File: src/rtl/instruction_fetch_if.sv
// Fetch-stage bus bundle: instruction-memory req/ack port plus the decode-side
// instruction/branch handshake. master = fetch unit, slave = memory/decode side.
interface instruction_fetch_if #(
  parameter int unsigned ADDR_W = 8
);
  logic [ADDR_W-1:0] memAddr;
  logic              memReq;
  logic              memAck;
  logic [7:0]        memData;
  logic [7:0]        inst;
  logic              instValid;
  logic              instTaken;
  logic              branch;
  logic [ADDR_W-1:0] branchAddr;
  logic              halted;

  modport master (
    output memAddr, memReq, inst, instValid, halted,
    input  memAck, memData, instTaken, branch, branchAddr
  );

  modport slave (
    input  memAddr, memReq, inst, instValid, halted,
    output memAck, memData, instTaken, branch, branchAddr
  );
endinterface

File: src/rtl/instruction_fetch.sv
// Instruction sequencer: PC, req/ack fetch from instruction memory, and holding
// of the fetched byte for decode. Define HALT_EN to make 8'hFF a halt opcode.
module instruction_fetch #(
  parameter int unsigned       ADDR_W   = 8,
  parameter logic [ADDR_W-1:0] PC_RESET = '0
) (
  input  logic                clk,
  input  logic                rstN,
  instruction_fetch_if.master bus
);

`ifdef HALT_EN
  typedef enum logic [1:0] {S_REQ, S_VALID, S_HALT} state_t;
`else
  typedef enum logic [1:0] {S_REQ, S_VALID} state_t;
`endif

  state_t            r_state;
  logic [ADDR_W-1:0] r_pc;
  logic [7:0]        r_instReg;
  logic              r_memReq;
  logic              r_instValid;
  logic              w_accept;
`ifdef HALT_EN
  logic              r_halted;
`endif

  // memReq is registered low out of reset, so the first REQ cycle after
  // release cannot accept an ack; acceptance is gated by the visible request.
  assign w_accept = r_memReq & bus.memAck;

  always_ff @(posedge clk or negedge rstN) begin
    if (!rstN) begin
      r_state     <= S_REQ;
      r_pc        <= PC_RESET;
      r_instReg   <= '0;
      r_memReq    <= 1'b0;
      r_instValid <= 1'b0;
`ifdef HALT_EN
      r_halted    <= 1'b0;
`endif
    end else begin
      case (r_state)
        S_REQ: begin
          if (w_accept) begin
            r_instReg   <= bus.memData;
            r_pc        <= r_pc + 1'b1;
            r_memReq    <= 1'b0;
            r_instValid <= 1'b1;
            r_state     <= S_VALID;
          end else begin
            r_memReq <= 1'b1;
          end
        end
        S_VALID: begin
          if (bus.instTaken) begin
`ifdef HALT_EN
            if (r_instReg == 8'hFF) begin
              r_instValid <= 1'b0;
              r_halted    <= 1'b1;
              r_state     <= S_HALT;
            end else
`endif
            begin
              if (bus.branch) r_pc <= bus.branchAddr;
              r_instValid <= 1'b0;
              r_memReq    <= 1'b1;
              r_state     <= S_REQ;
            end
          end
        end
`ifdef HALT_EN
        S_HALT: begin
          r_state <= S_HALT;
        end
`endif
        default: begin
          r_state <= S_REQ;
        end
      endcase
    end
  end

  // Reset also kills the request combinationally so an in-flight fetch drops at once.
  assign bus.memReq    = r_memReq & rstN;
  assign bus.memAddr   = r_pc;
  assign bus.instValid = r_instValid;
  assign bus.inst      = r_instValid ? r_instReg : 8'h00;
`ifdef HALT_EN
  assign bus.halted    = r_halted;
`else
  assign bus.halted    = 1'b0;
`endif

endmodule

File: src/flat_wrapper.sv
// flat-port wrapper written by rule: the top's interface ports become plain ports
module instruction_fetch_flat 
#(
  parameter int unsigned       ADDR_W   = 8,
  parameter logic [ADDR_W-1:0] PC_RESET = '0
)
  (clk, rstN, bus_memAddr, bus_memReq, bus_inst, bus_instValid, bus_halted, bus_memAck, bus_memData, bus_instTaken, bus_branch, bus_branchAddr);
  instruction_fetch_if #(.ADDR_W(ADDR_W)) bus_i ();
  input  logic clk;
  input  logic rstN;
  output wire logic [$bits(bus_i.memAddr)-1:0] bus_memAddr;
  output wire logic [$bits(bus_i.memReq)-1:0] bus_memReq;
  output wire logic [$bits(bus_i.inst)-1:0] bus_inst;
  output wire logic [$bits(bus_i.instValid)-1:0] bus_instValid;
  output wire logic [$bits(bus_i.halted)-1:0] bus_halted;
  input wire logic [$bits(bus_i.memAck)-1:0] bus_memAck;
  input wire logic [$bits(bus_i.memData)-1:0] bus_memData;
  input wire logic [$bits(bus_i.instTaken)-1:0] bus_instTaken;
  input wire logic [$bits(bus_i.branch)-1:0] bus_branch;
  input wire logic [$bits(bus_i.branchAddr)-1:0] bus_branchAddr;
  assign bus_memAddr = bus_i.memAddr;
  assign bus_memReq = bus_i.memReq;
  assign bus_inst = bus_i.inst;
  assign bus_instValid = bus_i.instValid;
  assign bus_halted = bus_i.halted;
  assign bus_i.memAck = bus_memAck;
  assign bus_i.memData = bus_memData;
  assign bus_i.instTaken = bus_instTaken;
  assign bus_i.branch = bus_branch;
  assign bus_i.branchAddr = bus_branchAddr;
  instruction_fetch #(.ADDR_W(ADDR_W), .PC_RESET(PC_RESET)) u_core (.clk(clk), .rstN(rstN), .bus(bus_i));
endmodule
File: config.mk
export PLATFORM = sky130hd
export DESIGN_NAME = instruction_fetch_flat
export DESIGN_NICKNAME = d
export VERILOG_FILES = /design/src/rtl/instruction_fetch_if.sv /design/src/rtl/instruction_fetch.sv /design/src/flat_wrapper.sv
export SDC_FILE = /design/constraint.sdc
export NUM_CORES = 1
export LEC_CHECK = 0
export CORE_MARGIN = 1.5
export CORE_UTILIZATION = 35
export DETAILED_ROUTE_END_ITERATION = 8
export PLACE_DENSITY_LB_ADDON = 0.08
export SETUP_SLACK_MARGIN = 0.5
export SLEW_MARGIN = 20
export SYNTH_ARGS = -nofsm -noshare
export SYNTH_HDL_FRONTEND = slang
export SYNTH_SLANG_ARGS = --single-unit
File: constraint.sdc
create_clock -name clk -period 1.8 [get_ports clk]
set_input_delay 0.36 -clock clk [delete_from_list [all_inputs] [get_ports clk]]
set_output_delay 0.36 -clock clk [all_outputs]
set_load 0.02 [all_outputs]
# Yosys cells after proc, flatten, opt, wreduce, memory -nomap -nowiden
# Cells that the tools add are included.
dict set report word_totals {
  register_bits 20
  wordCells 33
}
dict set report op_classes {
  bitwise 2
  eq_ne 4
  add_sub_neg 1
  n_reduce_logical 7
  muxes 14
}
# cell n
set ops {}
lappend ops {{8-bit two-way mux} 4}
lappend ops {{8-bit one-hot mux with 2 select lines} 1}
lappend ops {{8-bit by 1-bit adder with 8-bit output (second input constant)} 1}
lappend ops {{2-bit AND reduction} 3}
lappend ops {{1-bit two-way mux} 4}
lappend ops {{2-bit two-way mux} 2}
lappend ops {{2-bit inequality test (second input constant)} 2}
lappend ops {{1-bit one-hot mux with 2 select lines} 2}
lappend ops {{2-bit one-hot mux with 2 select lines} 1}
lappend ops {{4-bit AND reduction} 1}
lappend ops {{3-bit AND reduction} 1}
lappend ops {{1-bit AND} 2}
lappend ops {{2-bit by 1-bit == test with 1-bit output (second input constant)} 1}
lappend ops {{2-bit zero test} 1}
lappend ops {{2-bit by 1-bit inequality test with 1-bit output (second input constant)} 1}
lappend ops {{2-bit nonzero test} 1}

# Longest topological paths before layout
# Gate-level depths: netlist (run 1).
dict set report depth {
  depth_word 3
  depth_mapped 5
  ltp_nobuf 4
}

# Least setup slack after synthesis (run 1)
# Ideal clock, no wire load.
dict set report synth_path {
  path_kind {register to output}
  from {register, netlist name u_core.r_state[0]}
  to {output bus_inst[0]}
  arrival_time_ps 1137
  path_stages_with_launch 4
  n_path_buf 2
  slack_ps 303
  path_cell_list {dfrtp_1 -> buf_4 -> clkbuf_1 -> and2_1}
}
# item line
set synth_rtl {}
lappend synth_rtl {{to (decl)} flat_wrapper.sv:13} ;# output wire logic [$bits(bus_i.inst)-1:0] bus_inst;

# Worst setup path after layout (run 1)
dict set report layout_path {
  from {register u_core.r_state[0]}
  to {register u_core.r_pc[7], in the netlist u_core.bus.memAddr[7]}
}
dict set report layout_via {
  elab_chain_len 3
  word_cells_on_any_way 8
}
# item line
set layout_rtl {}
lappend layout_rtl {{from (decl)} instruction_fetch.sv:18} ;# state_t r_state;
lappend layout_rtl {{from (signal assigned)} instruction_fetch.sv:34} ;# r_state <= S_REQ;
lappend layout_rtl {{from (signal assigned)} instruction_fetch.sv:50} ;# r_state <= S_VALID;
lappend layout_rtl {{from (signal assigned)} instruction_fetch.sv:68} ;# r_state <= S_REQ;
lappend layout_rtl {{2-bit by 1-bit == test with 1-bit output / 2-bit zero test (equally long branches)} instruction_fetch.sv:43} ;# case (r_state)
lappend layout_rtl {{2-bit inequality test (no source line) (tied with other cells)} --}
lappend layout_rtl {{4-bit AND reduction (no source line)} --}
lappend layout_rtl {{to (signal assigned)} instruction_fetch.sv:47} ;# r_pc <= r_pc + 1'b1;
lappend layout_rtl {{to (signal assigned)} instruction_fetch.sv:65} ;# if (bus.branch) r_pc <= bus.branchAddr;
lappend layout_rtl {{to (decl)} instruction_fetch.sv:19} ;# logic [ADDR_W-1:0] r_pc;
# Several ways; a longest one is shown, not always the timed one.
# A chain may end at the register's enable or synchronous reset.

==> results of run 1 <==
-- timing repair --
action                                  in CTS  in global routing
hold buffers                                 0                  0
resized for setup                          118                 11
endpoints found under the setup margin      35                 31
cloned                                       2                  0
pin swaps                                    4                  2
buffers inserted                            16                  2
-- worst paths after layout --
kind                                      from                    end  slack [ns]  cells past startpoint
min reg2reg                u_core.r_instReg[2]    u_core.r_instReg[2]        0.49                      2
min in group clk           u_core.r_instReg[2]    u_core.r_instReg[2]        0.49                      2
min                                       rstN  u_core.bus.memAddr[5]        0.24                      2
max reg2reg                  u_core.r_state[0]  u_core.bus.memAddr[7]        0.30                      7
max in group asynchronous                 rstN  u_core.bus.memAddr[0]        1.35                      2
max                          u_core.r_state[0]  u_core.bus.memAddr[7]        0.30                      7
-- flip-flops by register name, indices dropped and copies added, names as in the netlist --
signal,cells
u_core.r_instReg,8
u_core.r_memReq,1
u_core.bus.memAddr,8
u_core.r_state,1
-- metal layers --
layer / global-route usage / routed length (um)
met2: 0.303 / 1330
met5: 0 / 0
met3: 0.0302 / 118
met1: 0.257 / 1300
met4: 0.0418 / 19
-- cell type report --
type                    count  area, um^2
multi-input cells          82         553
repair buffers             63         584
inverters                   1        3.75
clock buffers               4        36.3
flip-flops and latches     18         455
well taps                  30        37.5
fillers                   221         875
-- per-stage QoR --
stage | std cells | util | hold WS, ns | worst slack, ns | power, mW
after floorplan | 108 | - | 0.0644 | 0.461 | 1.44
after global placement | 174 | 0.550 | 0.450 | -0.206 | 1.90
after detailed placement | 174 | 0.550 | 0.455 | -0.195 | 1.93
after CTS | 196 | 0.638 | 0.229 | 0.292 | 2.50
after global routing | 198 | 0.656 | 0.238 | 0.261 | 2.75
final | 198 | 0.656 | 0.240 | 0.299 | 2.57
-- synthesized netlist by cell type, types with 2 or more instances --
cell type  instances
nand2_1           28
dfrtp_1           18
and2_1             9
nand3_1            7
nor2_1             4
nor3_1             4
a211oi_1           3
buf_4              3
o21ai_0            3
and3_1             2
and4_1             2
buf_2              2
clkbuf_1           2
mux2i_1            2
nand2b_1           2
nand4_1            2
-- power by group through the flow --
stage / combinational, mW / clock [mW] / sequential [mW]
finish: 1.59 / 0.261 / 0.719
global route: 1.72 / 0.286 / 0.745
CTS: 1.52 / 0.268 / 0.720
detailed placement: 1.14 / 0 / 0.790
global placement: 1.13 / 0 / 0.779
floorplan: 0.591 / 0 / 0.847
-- kinds of logic (layout without fill, tap and decap cells) --
family | count (synthesis) | count (layout) | share of synthesized area
AO/OA/AOI/OAI | 12 | 12 | 0.0928
other | 1 | 1 | 0.00386
AND/OR/NAND/NOR | 65 | 65 | 0.349
flip-flops | 18 | 18 | 0.464
buffers and inverters | 8 | 68 | 0.0451
multiplexers | 3 | 3 | 0.0322
adder cells (fa/ha/maj) | 1 | 1 | 0.0129
==> metrics.cfg, run 1 <==
[synth]
yosys_warnings = 0
synth-edff-count = 0
avgSynthCellArea_um2 = 8.99
synth_seq_area_share = 0.464
synth_ff_type = dfrtp_1
synth_nets = 130
synth_top_area_frac = 0.464
synthCells = 108
synthTopCellsByArea = dfrtp_1 46%, nand2_1 11%, and2_1 5.8%, nand3_1 3.6%, a211oi_1 2.3%
ys_types = 31
synth_seq_cells = 18
ys_async_sr_fraction = 1.00
yosysTopAreaCell = dfrtp_1
synth_area_um2 = 971

[critical_path]
cp.arrival_ns = 1.72
startpoint_type = register
max_stage_delay_ns = 0.45
cp_top_family = buffers and inverters
crit_buf_inv = 5
required_ns = 2.01
path_cells = buf_6 > buf_6 > nand3b_4 > buf_4 > buf_6 > buf_6 > a211oi_2
slowest_stage = dfrtp_2
cp_common_cell = buf_6
worstSetupPathType = reg -> reg
cp_max_fo = 6
critPathCaptureType = register

[final_layout]
drive_above_1_share = 0.452
diodes = 0
final_common_cell = nand2_1
final_nets = 191
area_growth_pct = 72.0
final_cell_mix = 24 x nand2_1, 20 x buf_6, 19 x clkdlybuf4s50_1, 16 x buf_4, 14 x dfrtp_1
design_area_um2 = 1670

[timing]
finalSetupTns_ns = 0
min_period_ns = 1.50
maxSlewViolCount = 0
rsz0062_at_grt = true
finalCritPeriodShare = 0.834
setup_viol = 0
fin_worst_skew_ns = 0.00386
hold_viol = 0
max_freq_mhz = 666

[detailed_routing]
drc = 0
avgViaCountPerCell = 5.02
vias = 994
wl_per_cell_um = 14.0
first_pass_iters = 4
ant_nets = 0
routed_wl_um = 2770
drtIter0Drc = 12

[clocking]
cts_buffers = 3
insertion_delay_ns = 0.29
cts_tree = done
root_buffer = clkbuf_4
cts.sinks = 18
clock_path_buffers = 2
clkTransAtPathRegs_ns = 0.12
htree_levels = 1

[die]
io_pins = 40
core_region_area_um2 = 2540
die_x_um = 55.7
die_h_um = 55.7
die_area_um2 = 3100
start_util = 0.382
rows = 18

[grt]
grt-ovfl-total = 0
antenna_found_initial = 0
grt_use_total = 0.185
grt_pass1_vias = 972
grt_max_degree = 19
grt_first_pass_wirelength_um = 4610

[run_status]
status = finished, final reports clean

[power]
clkPwrFrac = 0.102
total_leakage_power_nw = 0.787
irDropWorstVdd_mv = 0.904
p_sw_frac = 0.397
power_frac_comb = 0.618
switchingPower_mw = 1.02
seqPwrFrac = 0.280
intPower_mw = 1.55
pwr_density_cell_nw_per_um2 = 1540

[place]
finalWeightedCongestion = 0.808
dpl_cell_area_um2 = 1400
dp_hpwl_um = 1790
io_buffers = 38

[min_path]
hp-class = in -> async

[flow_run]
maxCapViolCount = 0

No activity file was read; power rests on OpenSTA's default activity.
==> run 2, diff against run 1 <==
==> constraint.sdc (replaced) <==
create_clock -name clk -period 1.4 [get_ports clk]
set_input_delay 0.28 -clock clk [delete_from_list [all_inputs] [get_ports clk]]
set_output_delay 0.28 -clock clk [all_outputs]
set_load 0.02 [all_outputs]
==> metrics.cfg, run 2 (synthesized netlist as in run 1, its figures left out) <==
[power]
irDropWorstVdd_mv = 1.32
pwr_density_cell_nw_per_um2 = 2010
total_leakage_power_nw = 0.826

[critical_path]
startpoint_type = register
cp_max_fo = 5
cp_top_family = buffers and inverters
cp-startpoint = u_core.r_state[0]
reg2reg_from = u_core.r_state[0]
cp_common_cell = buf_6
crit_buf_inv = 4
worstSetupPathType = reg -> reg
critPathCaptureType = register
cp.arrival_ns = 1.68
path_cells = buf_6 > buf_8 > nand3b_4 > buf_4 > buf_6 > o32ai_2 > nor3_1
slowest_stage = dfrtp_2
r2r.worst_path.cells = 7
required_ns = 1.59
max_stage_delay_ns = 0.42
r2r_setup_slack_ns = -0.09
worst_r2r_endpoint = u_core.bus.memAddr[5]

[place]
dp_hpwl_um = 1940
io_buffers = 38
dp.cells = 185
finalWeightedCongestion = 0.861
place_ws_ns = -0.439

[final_layout]
area_growth_pct = 79.8
final_cells = 205
multi_input_area_um2 = 569
final_cell_mix = 27 x nand2_1, 26 x buf_4, 19 x clkdlybuf4s50_1, 19 x buf_6, 14 x dfrtp_1
fillCellCount = 216
diodes = 0
final_common_cell = nand2_1
final_nets = 198
seq_area_um2 = 455
drive_above_1_share = 0.486

[clocking]
htree_levels = 1
insertion_delay_ns = 0.30
clock_path_buffers = 2
root_buffer = clkbuf_4
cts_buffers = 3
cts.sinks = 18
cts_tree = done
clkTransAtPathRegs_ns = 0.11

[die]
io_pins = 40
die_x_um = 55.7
rows = 18
die_h_um = 55.7
start_util = 0.382
die_area_um2 = 3100
core_region_area_um2 = 2540

[timing]
fin_worst_skew_ns = 0.00669
maxSlewViolCount = 0
worst_slack_ns = -0.0879
min_period_ns = 1.49
max_freq_mhz = 672
setup_viol = 11
finalCritPeriodShare = 1.06
hold_viol = 0
rsz0062_at_grt = true

[detailed_routing]
wl_per_cell_um = 14.9
ant_nets = 0
routed_wl_um = 3060
first_pass_iters = 6
avgViaCountPerCell = 5.17
drc = 0
drtIter0Drc = 17
vias = 1059

[run_status]
status = finished, violations left
violations = negative setup slack

[grt]
grt-ovfl-total = 0
grt_use_total = 0.201
grt_max_degree = 19
antenna_found_initial = 0
grt_first_pass_wirelength_um = 4900
grt_pass1_vias = 1048

[min_path]
hp-class = in -> async

[flow_run]
maxCapViolCount = 0

-- run 2: cell types whose count changed in the layout (fill, tap and decap cells not counted), moves of 2 or more --
cell / before / now
and2_2: 0 / 5
and2_4: 9 / 4
buf_2: 6 / 4
buf_4: 16 / 26
nand2_1: 24 / 27
nand2_2: 4 / 1
-- run 2: stage by stage --
step	cell area (um^2)	utilization	setup TNS (ns)	hold slack [ns]	power, mW
after floorplan	1030	-	0	-0.0156	1.95
after global placement	1510	0.594	-3.43	0.450	2.66
after detailed placement	1510	0.594	-3.93	0.459	2.70
after CTS	1730	0.678	-0.423	0.154	3.43
after global routing	1750	0.686	-0.999	0.167	3.71
final	1750	0.686	-0.481	0.143	3.50
-- run 2: area by class of cell --
cell class / instances / share of cell area
repair buffers: 70 / 0.368
clock buffers: 4 / 0.0208
well taps: 30 / 0.0215
inverters: 1 / 0.00215
multi-input cells: 82 / 0.326
flip-flops and latches: 18 / 0.261
-- run 2: what timing repair did --
action,in CTS,in global routing
cloned,0,0
pin swaps,3,5
buffers inserted,16,0
gates resized for setup,120,6
hold buffers,0,0
setup endpoints to repair,36,36
-- run 2: report_power, final --
part / internal, mW / total [mW] / switching, mW
Sequential: 0.765 / 0.926 / 0.161
Clock: 0.158 / 0.329 / 0.171
Combinational: 1.19 / 2.25 / 1.06
-- run 2: worst max path at each step --
stage	endpoint	slack, ns	cells past startpoint
3_5_place_dp	bus_memReq	-0.44	3
2_1_floorplan	u_core.bus.memAddr[4]	0.16	3
3_3_place_gp	bus_memReq	-0.46	3
5_1_grt	u_core.bus.memAddr[5]	-0.12	7
6_report	u_core.bus.memAddr[5]	-0.09	7
4_1_cts	u_core.bus.memAddr[4]	-0.08	5
-- run 2: routing by layer --
layer / GRT usage / part of all wire / up-vias
li1: - / - / 514
met1: 0.257 / 0.45 / 500
met3: 0.0302 / 0.053 / 4
met5: 0 / 0 / -
met2: 0.344 / 0.48 / 41
met4: 0.0732 / 0.013 / 0
==> RTL edit (settings of run 2) <==
Make the reset (`rstN`) synchronous in one clocked block.
--- a/src/rtl/instruction_fetch.sv
+++ b/src/rtl/instruction_fetch.sv
@@ -31,3 +31,3 @@
 
-  always_ff @(posedge clk or negedge rstN) begin
+  always_ff @(posedge clk) begin
     if (!rstN) begin
Function: differs if rstN is asserted again (counterexample within 4 cycles, from zero or initial values and one cycle with rstN low); with rstN held inactive, the same outputs for 10 cycles.
==> RTL edit against run 2 <==
Routed wire length fell by 4.5%. Count of clock-buffer cells in the layout did not move. Clock skew fell by 0.0014 ns. Via count fell by 2.7%. Sequential cell count did not move. Design area barely moved. Critical path type is now flop to output port. Synthesized area fell by 2.2%. Hold slack improved by 0.31 ns. Setup slack improved by 0.11 ns.
Power is not compared: it rests on default switching activity, and its combinational part moved more than twofold at a synthesized area within 25%.
==> RTL edit: results <==
set metrics [dict create \
    status "finished clean" \
    drtPass1Iterations 4 \
    ys_types 34 \
    crit_slowest_cell "dfxtp_4" \
    grt_max_degree 20 \
    min_path_type "primary input to flop" \
    clockRootBuffer "clkbuf_4" \
    drive_above_1_share 0.474 \
    place_area_um2 1420 \
    vias_per_cell 5.12 \
    place_congestion 0.775 \
    min_path_cells 3 \
    wl_met1_mm 1.08 \
    postSynthAreaPerCell_um2 8.40 \
    rrSetupSlack_ns 0.04 \
    dr_wl_met2_mm 1.64 \
    grt_pass1_wl_mm 4.22 \
    clkPwrFrac 0.273 \
    reg2reg_depth 6 \
    timing.rr.start "u_core.r_state[0]" \
    finalNonFillerCells 201 \
    nNetsFinal 194 \
    hold_path.startpoint "rstN" \
    wl_met3_um 167 \
    synth_common_cells "nand2_1, dfxtp_1, a21boi_0" \
    wl_mm 2.92 \
    dp.cells 181 \
    skew_ns 0.00527 \
    grtUsageMet2 0.379 \
    grt_use_total 0.195 \
    crit_family "flip-flops" \
    grtUsageMet1 0.204 \
    grt_pass1_vias 1004 \
    ys_seq_area_frac 0.379 \
    setup_viol 0 \
    synth_nets 135 \
    drt_iter0_drc 24 \
    clk_latency_ns 0.30 \
    slowest_delay_ns 0.37 \
    fill_cells 218 \
    yosys_most_used_dff "dfxtp_1" \
    yosys-top-cells-area "dfxtp_1, nand2_1, a21boi_0" \
    place_hpwl_mm 1.73 \
    ff_latch_area_um2 385 \
    cts_made_buffers 3 \
    whs_ns 0.453 \
    r2r_end "u_core.bus.memAddr[3]" \
    grt_use_met3 0.0323 \
    htreeDepth 1 \
    worstPathArrival_ns 1.10 \
    post-place-ws_ns -0.359 \
    synth-async-reset-ratio 0 \
]
## RTL edit: cell count changes in the layout (fill, tap and decap cells not counted), sizes merged, moves of 3 or more
cell	run 2	this run
o211a	0	4
dfxtp	0	18
dfrtp	18	0
buf	50	40
nand2	28	25
nand3	8	4
a21boi	0	11
a211oi	3	0
## RTL edit: cell families after synthesis
family / Yosys count / share of synthesized area
AOI/OAI and AO/OA: 33 / 0.260
muxes: 1 / 0.0105
adders and majority gates: 1 / 0.0132
DFF: 18 / 0.379
other: 1 / 0.00395
and+or+nand+nor: 50 / 0.275
buffers and inverters: 9 / 0.0580
## RTL edit: how the worst max path moves through the flow
stage / from / to / slack (ns) / cells after the start
after global routing: u_core.r_state[0] / u_core.bus.memAddr[3] / -0.02 / 6
after CTS: u_core.r_state[0] / bus_inst[7] / 0.03 / 3
final: u_core.r_state[0] / bus_inst[3] / 0.02 / 3
after floorplan: u_core.bus.memAddr[0] / u_core.bus.memAddr[6] / 0.19 / 5
after detailed placement: rstN / bus_memReq / -0.36 / 3
after global placement: rstN / bus_memReq / -0.36 / 3
## RTL edit: final cells by class
class / count / area share
Inverter: 1 / 0.00215
Sequential cell: 18 / 0.221
Timing Repair Buffer: 61 / 0.372
Tap cell: 30 / 0.0215
Multi-Input combinational cell: 87 / 0.362
Clock buffer: 4 / 0.0208
## RTL edit: tightest hold or removal path, cell delays in order
cell            delay (ns)
dlymetal6s2s_1        0.13
buf_4                 0.20
o211a_1               0.12
## RTL edit: timing repair
| action | 4_1_cts | 5_1_grt |
|---|---|---|
| setup buffers | 11 | 3 |
| endpoints found under the setup margin | 36 | 36 |
| cloned | 2 | 0 |
| resized for setup | 132 | 14 |
| pin swaps | 4 | 6 |
